## src/rtl/legv8_multicycle_ctrl.sv

```systemverilog
// legv8_multicycle_ctrl: control sequencer for the multicycle LEGv8 datapath.
// Steps the shared memory, ALU and IR/A/B/ALUOut/MDR registers through
// fetch, decode, execute, memory and write-back. It stalls on MemReady,
// traps on unsupported opcodes and counts retired instructions.

module legv8_multicycle_ctrl #(
    parameter int CNT_W = 32
) (
    input  logic             clk,
    input  logic             reset,
    input  logic [10:0]      Op,
    input  logic             Zero,
    input  logic             MemReady,
    output logic             Reg2Loc,
    output logic             ALUSrcA,
    output logic [1:0]       ALUSrcB,
    output logic [1:0]       ALUOp,
    output logic             MemtoReg,
    output logic             RegWrite,
    output logic             MemRead,
    output logic             MemWrite,
    output logic             IorD,
    output logic             IRWrite,
    output logic             PCWrite,
    output logic             ALUOutWrite,
    output logic             PCSrc,
    output logic             Done,
    output logic             Halted,
    output logic [3:0]       State,
    output logic [CNT_W-1:0] Retired
);

    typedef enum logic [3:0] {
        ST_RESET  = 4'd0,
        ST_FETCH  = 4'd1,
        ST_DECODE = 4'd2,
        ST_MEMADR = 4'd3,
        ST_MEMRD  = 4'd4,
        ST_MEMWB  = 4'd5,
        ST_MEMWR  = 4'd6,
        ST_EXEC   = 4'd7,
        ST_ALUWB  = 4'd8,
        ST_BRANCH = 4'd9,
        ST_PCINC  = 4'd10,
        ST_TRAP   = 4'd11
    } state_t;

    state_t            state;
    state_t            state_next;
    logic              is_ldur;
    logic              is_stur;
    logic              is_cbz;
    logic              is_rtype;
    logic              uses_rt;
    logic [CNT_W-1:0]  retired_cnt;

    assign is_ldur  = (Op == 11'b11111000010);
    assign is_stur  = (Op == 11'b11111000000);
    assign is_cbz   = (Op[10:3] == 8'b10110100);
    assign is_rtype = Op[10] & ~Op[8] & (Op[6:4] == 3'b101) & (Op[2:0] == 3'b000);
    assign uses_rt  = is_stur | is_cbz;

    assign State   = state;
    assign Retired = retired_cnt;

    // State register; reset forces RESET immediately so memory strobes drop at once.
    always_ff @(posedge clk or posedge reset) begin
        if (reset) begin
            state <= ST_RESET;
        end else begin
            state <= state_next;
        end
    end

    // Next-state and Moore outputs; PC+4 is ALUSrcA=0, ALUSrcB=01, ALUOp=00, PCSrc=0.
    always_comb begin
        state_next  = state;
        Reg2Loc     = 1'b0;
        ALUSrcA     = 1'b0;
        ALUSrcB     = 2'b00;
        ALUOp       = 2'b00;
        MemtoReg    = 1'b0;
        RegWrite    = 1'b0;
        MemRead     = 1'b0;
        MemWrite    = 1'b0;
        IorD        = 1'b0;
        IRWrite     = 1'b0;
        PCWrite     = 1'b0;
        ALUOutWrite = 1'b0;
        PCSrc       = 1'b0;
        Done        = 1'b0;
        Halted      = 1'b0;
        case (state)
            ST_FETCH: begin
                MemRead = 1'b1;
                IRWrite = MemReady;
                if (MemReady) begin
                    state_next = ST_DECODE;
                end
            end
            ST_DECODE: begin
                Reg2Loc     = uses_rt;
                ALUSrcB     = 2'b11;
                ALUOutWrite = 1'b1;
                if (is_ldur || is_stur) begin
                    state_next = ST_MEMADR;
                end else if (is_rtype) begin
                    state_next = ST_EXEC;
                end else if (is_cbz) begin
                    state_next = ST_BRANCH;
                end else begin
                    state_next = ST_TRAP;
                end
            end
            ST_MEMADR: begin
                Reg2Loc     = uses_rt;
                ALUSrcA     = 1'b1;
                ALUSrcB     = 2'b10;
                ALUOutWrite = 1'b1;
                state_next  = is_ldur ? ST_MEMRD : ST_MEMWR;
            end
            ST_MEMRD: begin
                Reg2Loc = uses_rt;
                IorD    = 1'b1;
                MemRead = 1'b1;
                if (MemReady) begin
                    state_next = ST_MEMWB;
                end
            end
            ST_MEMWB: begin
                Reg2Loc    = uses_rt;
                RegWrite   = 1'b1;
                MemtoReg   = 1'b1;
                ALUSrcB    = 2'b01;
                PCWrite    = 1'b1;
                Done       = 1'b1;
                state_next = ST_FETCH;
            end
            ST_MEMWR: begin
                Reg2Loc  = uses_rt;
                IorD     = 1'b1;
                MemWrite = 1'b1;
                ALUSrcB  = 2'b01;
                PCWrite  = MemReady;
                Done     = MemReady;
                if (MemReady) begin
                    state_next = ST_FETCH;
                end
            end
            ST_EXEC: begin
                Reg2Loc     = uses_rt;
                ALUSrcA     = 1'b1;
                ALUOp       = 2'b10;
                ALUOutWrite = 1'b1;
                state_next  = ST_ALUWB;
            end
            ST_ALUWB: begin
                Reg2Loc    = uses_rt;
                RegWrite   = 1'b1;
                ALUSrcB    = 2'b01;
                PCWrite    = 1'b1;
                Done       = 1'b1;
                state_next = ST_FETCH;
            end
            ST_BRANCH: begin
                Reg2Loc = uses_rt;
                ALUSrcA = 1'b1;
                ALUOp   = 2'b01;
                if (Zero) begin
                    PCWrite    = 1'b1;
                    PCSrc      = 1'b1;
                    Done       = 1'b1;
                    state_next = ST_FETCH;
                end else begin
                    state_next = ST_PCINC;
                end
            end
            ST_PCINC: begin
                Reg2Loc    = uses_rt;
                ALUSrcB    = 2'b01;
                PCWrite    = 1'b1;
                Done       = 1'b1;
                state_next = ST_FETCH;
            end
            ST_TRAP: begin
                Halted     = 1'b1;
                state_next = ST_TRAP;
            end
            default: begin
                state_next = ST_FETCH;
            end
        endcase
    end

    // Retired-instruction counter, bumped on every Done and wrapping naturally.
    always_ff @(posedge clk or posedge reset) begin
        if (reset) begin
            retired_cnt <= '0;
        end else if (Done) begin
            retired_cnt <= retired_cnt + CNT_W'(1);
        end
    end

endmodule

```

## config.mk

```make
export PLATFORM = sky130hd
export DESIGN_NAME = legv8_multicycle_ctrl
export DESIGN_NICKNAME = d
export VERILOG_FILES = /design/src/rtl/legv8_multicycle_ctrl.sv
export SDC_FILE = /design/constraint.sdc
export NUM_CORES = 1
export LEC_CHECK = 0
export BUFFER_PORTS_ARGS = -buffer_cell sky130_fd_sc_hd__buf_2
export CORE_ASPECT_RATIO = 0.8
export CORE_MARGIN = 3
export CORE_UTILIZATION = 25
export DETAILED_ROUTE_END_ITERATION = 6
export GPL_TIMING_DRIVEN = 0
export HOLD_SLACK_MARGIN = 0.12
export PLACE_DENSITY = 0.53
export SYNTH_ARGS = -nofsm -noshare
export SYNTH_HDL_FRONTEND = slang
export SYNTH_SLANG_ARGS = --single-unit
```

## constraint.sdc

```tcl
create_clock -name clk -period 2.7 [get_ports clk]
set_input_delay 0.54 -clock clk [delete_from_list [all_inputs] [get_ports clk]]
set_output_delay 0.54 -clock clk [all_outputs]
set_load 0.02 [all_outputs]
```

Word level (Yosys, flattened, before mapping)
Index checks and enable logic that the tools add are counted.
{"block": "word_totals", "wordCells": 61, "regBits": 36}
{"block": "op_classes", "n_reduce_logical": 11, "muxes": 24, "eq_ne": 18, "add_sub_neg": 1, "n_bitwise": 5}
{"cell": "$add A32 B1 Y32 const B", "n": 1}
{"cell": "$pmux W4 S8", "n": 1}
{"cell": "$mux W4", "n": 6}
{"cell": "$eq A11 B11 Y1 const B", "n": 2}
{"cell": "$eq A4 B3 Y1 const B", "n": 4}
{"cell": "$eq A4 B4 Y1 const B", "n": 4}
{"cell": "$mux W1", "n": 12}
{"cell": "$reduce_or A3 Y1", "n": 3}
{"cell": "$reduce_or A9 Y1", "n": 1}
{"cell": "$eq A4 B2 Y1 const B", "n": 2}
{"cell": "$eq A8 B8 Y1 const B", "n": 1}
{"cell": "$ne A2 B2 Y1 const B", "n": 3}
{"cell": "$pmux W2 S3", "n": 1}
{"cell": "$reduce_or A2 Y1", "n": 3}
{"cell": "$eq A4 B1 Y1 const B", "n": 1}
{"cell": "$mux W2", "n": 2}
{"cell": "$pmux W2 S2", "n": 1}
{"cell": "$reduce_or A4 Y1", "n": 1}
{"cell": "$and A1 B1 Y1", "n": 3}
{"cell": "$eq A3 B3 Y1 const B", "n": 1}
{"cell": "$logic_not A3 Y1", "n": 1}
{"cell": "$pmux W1 S3", "n": 1}
{"cell": "$reduce_and A3 Y1", "n": 1}
{"cell": "$logic_or A1 B1 Y1", "n": 1}
{"cell": "other kinds (2)", "n": 2}

Longest topological paths before layout
Gate-level depths: netlist of the first run.
{"block": "logic_depth", "ltp_word": 7, "ltp_mapped": 7, "ltp_nobuf": 5}

Least setup slack after synthesis of the first run
No wires, ideal clock.
{"block": "synth_path", "path_type": "input-to-output", "start": "input port Op[5]", "end": "output port Reg2Loc", "setup_slack_ps": 267, "t_arrival_ps": 1893, "path_stages": 4, "cell_sequence": "or4b_2 nor2_1 a21oi_1 nor3_1"}
{"block": "synth_via", "elab_chain_len": 3}
{"element": "start, declared", "line": "11", "source": "input logic [10:0] Op,"}
{"element": "$eq A11 B11 Y1 / $eq A8 B8 Y1 (equally long branches)", "line": "58, 59"}
{"element": "$or A1 B1 Y1 (*)", "line": "61", "source": "assign uses_rt = is_stur | is_cbz;"}
{"element": "$mux W1 (*)", "line": "93", "source": "case (state)"}
{"element": "end, declared", "line": "14", "source": "output logic Reg2Loc,"}
Every way passes the cells marked *; elsewhere a longest branch is shown, timed or not.

Worst setup path in the final report of the first run
{"block": "layout_path", "start": "register state[2] (netlist: State[2])", "end": "output port RegWrite"}
{"block": "layout_via", "elab_chain_len": 3}
{"element": "start, declared", "line": "48", "source": "state_t state;"}
{"element": "start signal, assigned", "line": "71", "source": "state <= state_next;"}
{"element": "$eq A4 B4 Y1 / $eq A4 B3 Y1 (equally long branches)", "line": "93"}
{"element": "$reduce_or A2 Y1 (no line) (*)"}
{"element": "$mux W1 (*)", "line": "93"}
{"element": "end, declared", "line": "19", "source": "output logic RegWrite,"}
Marked as above.

==> results of run 1 <==
-- flip-flops by register name (all words and copies together), names as in the netlist --
register and flops:
Retired 32, State 4
-- metal layers --
metal / track usage / wire length, um / vias up
met5: 0 / 0 / -
met4: 0.0348 / 56 / 0
met3: 0.0259 / 254 / 4
met2: 0.176 / 2360 / 43
met1: 0.173 / 2680 / 857
li1: - / - / 888
-- area by class of cell --
| type | instances | area share |
|---|---|---|
| tap | 105 | 0.0496 |
| timing repair buffer | 67 | 0.127 |
| buffer | 11 | 0.0279 |
| multi-input combinational | 161 | 0.403 |
| clock inverter | 1 | 0.0113 |
| clock buffer | 7 | 0.0364 |
| sequential | 36 | 0.340 |
| inverter | 3 | 0.00426 |
-- metrics by stage --
stage,power (mW),hold WS (ns),area [um2],std cells,setup slack [ns]
after floorplan,1.44,0.582,2050,211,0.267
after global placement,1.76,0.457,2520,383,0.272
after detailed placement,1.76,0.467,2520,383,0.277
after CTS,2.29,0.431,2650,391,0.258
after global routing,2.43,0.460,2650,391,0.0911
final,2.27,0.393,2650,391,0.262
-- kinds of logic (layout without fill, tap and decap cells) --
group                      after synthesis  in the layout  synth area share
AOI/OAI and AO/OA                       23             23            0.0890
xor gates and xnor gates                31             31             0.132
adders and majority gates                1              1           0.00609
muxes                                    2              2            0.0110
DFF                                     36             36             0.439
buffers and inverters                   14             89            0.0414
and+or+nand+nor                        104            104             0.282
-- cells in the final DEF, fill, tap and decap left out, types with 2 or more instances in the layout --
cell                       count
sky130_fd_sc_hd__a21oi_1       8
sky130_fd_sc_hd__and4_1        2
sky130_fd_sc_hd__o21ai_0       5
sky130_fd_sc_hd__buf_2        69
sky130_fd_sc_hd__nor3_1        4
sky130_fd_sc_hd__xor2_1        3
sky130_fd_sc_hd__nor2b_1       2
sky130_fd_sc_hd__nand3_1      12
sky130_fd_sc_hd__clkbuf_1      4
sky130_fd_sc_hd__buf_6         3
sky130_fd_sc_hd__dfrtp_1      36
sky130_fd_sc_hd__and2_1        4
sky130_fd_sc_hd__buf_4         2
sky130_fd_sc_hd__inv_1         2
sky130_fd_sc_hd__and3_1       11
sky130_fd_sc_hd__nand4_1      15
sky130_fd_sc_hd__xnor2_1      28
sky130_fd_sc_hd__nand2b_1      3
sky130_fd_sc_hd__mux2_2        2
sky130_fd_sc_hd__clkbuf_8      7
sky130_fd_sc_hd__nand4b_1      2
sky130_fd_sc_hd__a211oi_4      2
sky130_fd_sc_hd__nor2_1       21
sky130_fd_sc_hd__nand2_1      17
-- power breakdown --
| part | switching [mW] | leakage [nW] | internal, mW |
|---|---|---|---|
| combinational | 0.671 | 0.707 | 0.381 |
| clock | 0.197 | 0.0645 | 0.326 |
| sequential | 0.0856 | 0.484 | 0.607 |
| total | 0.953 | 1.26 | 1.31 |
-- worst max-delay path by stage --
stage	startpoint	end	slack (ns)	cells past startpoint
final	State[2]	RegWrite	0.26	6
after global routing	State[2]	RegWrite	0.09	6
after CTS	State[0]	PCWrite	0.26	6
after detailed placement	Op[5]	Reg2Loc	0.28	6
after global placement	Op[5]	Reg2Loc	0.27	6
after floorplan	Op[5]	Reg2Loc	0.27	4
==> out/results.txt, run 1 <==
The number of antenna violations at the first check in global routing is 0. The worst-case IR drop observed on VDD is 0.390 mV. Counting every instance in the synthesized netlist gives 211. The worst setup path is launched from a register. Setup repair after global routing left no endpoint under its margin.

After clock tree synthesis, the setup repair step added 0 buffers. For the aggregate global-route resource usage, the log shows 0.119. The tools report the number of slew-limit violations in the final report as 0. Fraction of final layout cells sized beyond drive strength 1: 0.329. Sorting the synthesized cells by area gives the leading types as sky130_fd_sc_hd__dfrtp_1, sky130_fd_sc_hd__xnor2_1, sky130_fd_sc_hd__nand4_1. Max-cap violations in this run came to 0. The proportion of register bits with asynchronous set or reset after synthesis came out at 1.00. The run gives 4.04 mm as the placed wire-length estimate after detailed placement. In this run the critical register-to-register path is captured at Retired[28]. The sequential element share of the synthesized area is 0.439, and the number of enable flip-flop cells after synthesis is 0. The routability congestion estimate is 0.819, and the leakage power figure is 1.26 nW.

The signal on the critical path passes through buf_6 -> clkbuf_1 -> nand2_1 -> mux2_2 -> nor2_1 -> buf_2. Buffers inserted during clock tree synthesis total 5. Number of clock sinks: 36. The depth of the worst register-to-register path is 6, and the wire length per cell after detailed routing is 13.7 um. The most common flop cell mapped by yosys was sky130_fd_sc_hd__dfrtp_1. The cell area power density is 857 nW/um2. The slowest library cell on the worst path is sky130_fd_sc_hd__dfrtp_1.

The number of antenna diodes in the final layout is 0. Summed over all instances, the cell type with the most area after synthesis is sky130_fd_sc_hd__dfrtp_1. Counting every net in the synthesized netlist gives 227. The tools report the storage element area as 901 um2. The critical path class is register to output port. The clock edge transition at the registers on the reported setup and hold paths is 0.07 ns, and the total area of multi-input combinational cells is 1070 um2. The total count of hold-check failures in the final report came out at 0. The run gives 810 as the filler cell count.

The peak per-stage delay on the critical path is 0.36 ns, and the peak clock frequency supported by timing is 410 MHz. The logs give 1792 for the number of vias in the routed layout and 301 for the total number of nets in the final design. TritonCTS built the clock tree. The path type of the worst min-delay path is input pin to asynchronous set/reset pin. Setup slack on the worst reg-to-reg path comes out at 0.75 ns. The largest fanout of any net on the critical path is 10.

Among cell families on the critical path, the largest total delay comes from buffers and inverters. In this run the vertical extent of the chip is 87.1 um. The clock passes through at most 2 buffers. The count of synthesis-stage warnings from yosys is 0. Cell area after synthesis: 2050 um2. The number of global-route vias before repair was 1730; the clock skew after layout was 0.00206 ns.

The H-tree was split into 2 levels. For this block, the routed nets add up to 5.36 mm of wire. The pre-antenna-repair detailed-routing pass consisted of 4 iterations. The area share of the leading cell type in the synthesized netlist works out to 0.439. The synthesis-to-layout area growth is 28.9%, and the total of endpoints with negative setup slack in the final report is 0. In the post-synthesis netlist, the cell with the most instances is sky130_fd_sc_hd__dfrtp_1.

The first-iteration detailed-routing DRC count was 152. Clock tree root driver cell: sky130_fd_sc_hd__clkbuf_8. The final clock period utilization by the worst path is 0.903, and the horizontal die dimension is 107 um. The initial core utilization came out at 0.268. The I/O pin count is 68.

Port buffer count: 67. Entering global routing, the biggest net connects 37 pins. The logs give 28 for the number of rows in the core area and 0.480 for the relative slew slack.

Global-route congestion overflow total: 0. The startpoint of the worst register-to-register path is State[3]. The post-cts sizing count was 0. After synthesis, the most frequently instantiated cells are sky130_fd_sc_hd__dfrtp_1, sky130_fd_sc_hd__xnor2_1, sky130_fd_sc_hd__nor2_1, sky130_fd_sc_hd__nand2_1, sky130_fd_sc_hd__nand4_1. The final antenna-violating net count is 0. The remaining design rule violation count was 0. After detailed routing, the number of vias per cell comes to 4.58. The first global-routing pass estimated 8.79 mm of wire.

The later pin in the worst-skew pair is clocked with a latency of 0.28 ns. The tools report the die outline area as 9340 um2. For the worst setup path, the data arrival time is 1.90 ns. The register bit total from synthesis works out to 36.

The mean instance size in the synthesized netlist was 9.73 um2. Together, buffers and inverters on the worst path number 3. The category of the worst setup path capture point is an output port.

At the worst endpoint, the required time is 2.16 ns. Setup total negative slack on the finished layout was measured at 0 ns. The run gives 0.345 as the post-layout utilization of the core.

The run finished with clean final reports. The number of hold buffers added after CTS was 0. The smallest clock period supported by the final layout is computed as 2.44 ns. The slew at the pin closest to its max-slew limit is 0.778 ns, and the distinct cell type count after synthesis is 43. The region available for standard cell placement spans 7670 um2.
Note: power is estimated with default switching activity, not from simulation.
==> run 2: changes to the inputs <==
ABC_AREA = 1   (was unset)
PLACE_DENSITY = 0.52   (was 0.53)
RECOVER_POWER = 25   (was unset)
==> run 2 against run 1 <==
  * Critical path depth increased by 3
  * Clock power is 12% higher
  * Clock skew increased by 0.0037 ns
  * Utilization down 1.7 points
  * Worst hold slack improved by 0.12 ns
  * Design area grew 21%
==> out/results.txt, run 2 <==
The congestion estimate from routability-driven global placement came to 0.882. The min-delay analysis places its worst path in the category register to register. The fraction of final layout cells sized beyond drive strength 1 was 0.203; the relative slew slack was 0.0718. By area the synthesized netlist is led by sky130_fd_sc_hd__dfrtp_1, sky130_fd_sc_hd__nand2_1, sky130_fd_sc_hd__nor2_1. In this run the remaining antenna-violating nets after routing total 0. OpenSTA, run right after detailed placement, puts the worst setup slack at 0.514 ns.

Synthesis produced a netlist whose cell count is 408. The final instance count without filler cells is 619. For the total negative setup slack, the log shows 0 ns.

The launching element of the worst setup path is State[0]. The run gives 0 as the total of endpoints with negative setup slack in the final report. The proportion of register bits with asynchronous set or reset after synthesis came out at 1.00.

Following the worst setup path forward leads to its endpoint at PCWrite. The number of enable flip-flop cells after synthesis was 0. The clock edge transition at the registers on the reported setup and hold paths was 0.06 ns. Most instantiated library cell after synthesis: sky130_fd_sc_hd__nand2_1. In this run the number of H-tree levels came out at 2. For the count of synthesis-stage warnings from yosys, the log shows 0. The die outline height is 96.3 um, and the final clock period utilization by the worst path is 0.910. During placement, the flow inserted port buffers numbering 67. In this run the post-CTS setup repair buffer count came out at 0. The run finished with clean final reports. The hold-critical path depth is 1, and the clock period minus final worst setup slack is 2.46 ns. The worst setup path is of the register to output port kind. After detailed routing, the met3 layer carries 449 um of wire.

At the end of the flow, the number of nets in the layout was 498. Summing internal, switching and leakage power gives 2.32 mW. The root buffer cell chosen for the clock tree is sky130_fd_sc_hd__clkbuf_16.

TritonCTS built the clock tree. The tools report the category of the worst setup path capture point as an output port. For this design the top-level I/O count stands at 68.

The most common flop cell mapped by yosys is sky130_fd_sc_hd__dfrtp_1. When the netlist entered floorplanning its net count stood at 424. Row generation in the floorplan step produced 32 rows.

Counting every sink on the clock net gives 36. The number of buffers created by CTS was 5. Setup repair after global routing left no endpoint under its margin. For the worst flop-to-flop path, the logic depth is 8. In this run the cell area measured after placement is 3050 um2. Including well taps, the total number of placed cells is 611. The horizontal die dimension works out to 119 um.

The logs give 0 for the number of slew-limit violations in the final report and 1.65 nW for the leakage power figure. The wire length of the first global-routing pass was 12.0 mm. The number of flip-flops under the largest register name came out at 32. The logs give 0 for the total count of hold-check failures in the final report and 1.92 ns for the data arrival time of the critical path. After routing the design area is 3200 um2. The run gives 0.00573 ns as the clock skew after layout.

Leaving out fill and tap cells, the most frequent cells in the layout are sky130_fd_sc_hd__nand2_1, sky130_fd_sc_hd__nor2_1, sky130_fd_sc_hd__buf_2, sky130_fd_sc_hd__inv_1, sky130_fd_sc_hd__dfrtp_1. The netlist uses 24 different library cells. The endpoint required time on the critical path came out at 2.16 ns.

The logs give 0 for the max-capacitance violation count and 0 for the global-route congestion overflow total. The commonest cells after synthesis are sky130_fd_sc_hd__nand2_1, sky130_fd_sc_hd__nor2_1, sky130_fd_sc_hd__inv_1, sky130_fd_sc_hd__dfrtp_1, sky130_fd_sc_hd__nand3_1. Counting flops and latches in the post-synthesis netlist gives 36.

In this run, the number of DRC markers left after iteration 0 of detailed routing was 165. The met2 routed wirelength is 3.09 mm. The largest total area in the synthesized netlist belongs to sky130_fd_sc_hd__dfrtp_1.

Counting along the longest clock path gives a buffer depth of 2. The detailed router put a total of 3.60 mm of wire on met1. The number of global-route vias before repair was 2375. After detailed routing, the number of remaining DRC violations is 0. Endpoint of the worst-slack reg-to-reg timing path: Retired[20].

For flop-to-flop paths, the worst setup slack is 0.89 ns. In this run the worst path has a maximum fanout of 11. The detailed router used layers up to and including met4. The source-to-sink clock delay at the later pin of the worst-skew pair was 0.28 ns; the number of iterations in the first detailed-routing pass was 4. The die outline area was 11400 um2; the worst path setup slack after routing was 0.244 ns. Entering global routing, the biggest net connects 37 pins. The run gives 0.130 as the aggregate global-route resource usage. Each instance of the synthesized netlist takes up on average 6.25 um2.

The worst-case IR drop observed on VDD is 0.452 mV. The run gives 9770 um2 as the core region area. Buffers inserted to repair hold after CTS numbered 0.

Startpoint of the worst register-to-register path: Retired[0]. The routed layout has 2674 vias. The number of antenna violations at the first check in global routing came out at 0. The area share of the leading cell type in the synthesized netlist is 0.353.

The cell area after synthesis was 2550 um2; the slew at the pin closest to its max-slew limit was 1.39 ns. The worst setup path is launched from a register. Static timing analysis puts the maximum clock frequency at 407 MHz. The initial core utilization was 0.261; the post-cts sizing count was 0. Once detailed placement completed, the half-perimeter wirelength came to 5.71 mm. The number of antenna diodes in the final layout is 0.

The wire length per cell after detailed routing was 11.6 um; the cell area power density was 725 nW/um2. Leaving out fill and tap cells, the most frequent cell in the layout is sky130_fd_sc_hd__nand2_1. Wires add up to 7.18 mm. The synthesis-to-layout area growth works out to 25.7%. The via count normalized by instance count is 4.32, and the sequential element share of the synthesized area is 0.353.
-- run 2: cell types whose count changed in the layout (fill, tap and decap cells not counted), moves of 7 or more --
cell                      change
sky130_fd_sc_hd__and3_1      -11
sky130_fd_sc_hd__inv_1       +42
sky130_fd_sc_hd__nand2_1    +148
sky130_fd_sc_hd__nand3_1     +12
sky130_fd_sc_hd__nand4_1      -7
sky130_fd_sc_hd__nor2_1      +55
sky130_fd_sc_hd__xnor2_1     -18
-- run 2: cells by family after synthesis --
logic type | count (synthesis) | synth area share
AO/OA/AOI/OAI | 11 | 0.0221
AND/OR/NAND/NOR | 290 | 0.473
buffers and inverters | 55 | 0.0947
XOR/XNOR | 15 | 0.0515
adder cells (fa/ha/maj) | 1 | 0.00491
flip-flops | 36 | 0.353
-- run 2: worst min path at each step --
stage | startpoint | end
3_5_place_dp | Retired[4] | Retired[4]
6_report | Retired[4] | Retired[4]
5_1_grt | Retired[9] | Retired[9]
2_1_floorplan | Retired[1] | Retired[1]
3_3_place_gp | Retired[31] | Retired[31]
4_1_cts | reset | Retired[20]
-- run 2: final cells by class --
class | count | area, um2
sequential | 36 | 901
timing repair buffer | 67 | 335
clock buffer | 6 | 139
inverter | 48 | 180
multi-input combinational | 317 | 1410
clock inverter | 2 | 10.0
tap | 136 | 170
buffer | 7 | 61.3
fill | 1137 | 6570
-- run 2: per-layer routing --
layer / GRT usage / vias up
met5: 0 / -
met3: 0.0270 / 7
li1: - / 1388
met2: 0.207 / 69
met1: 0.184 / 1210
met4: 0.0203 / 0
-- run 2: critical path, stage by stage, from the launching register on --
cell and delay (ns):
sky130_fd_sc_hd__dfrtp_1 0.40, sky130_fd_sc_hd__buf_4 0.18, sky130_fd_sc_hd__inv_2 0.07, sky130_fd_sc_hd__nand2_2 0.06, sky130_fd_sc_hd__nor2_2 0.16, sky130_fd_sc_hd__nand2_2 0.08
sky130_fd_sc_hd__nand3_4 0.13, sky130_fd_sc_hd__buf_2 0.26, sky130_fd_sc_hd__buf_4 0.14, sky130_fd_sc_hd__buf_2 0.15
-- run 2: per-stage QoR --
step | hold WS (ns) | utilization
after floorplan | 0.613 | -
after global placement | 0.509 | 0.313
after detailed placement | 0.518 | 0.313
after CTS | 0.461 | 0.328
after global routing | 0.552 | 0.328
final | 0.518 | 0.328
-- run 2: report_power, final --
part / switching, mW / total [mW] / internal [mW]
registers: 0.0848 / 0.685 / 0.600
clock network: 0.224 / 0.588 / 0.364
logic: 0.705 / 1.05 / 0.345
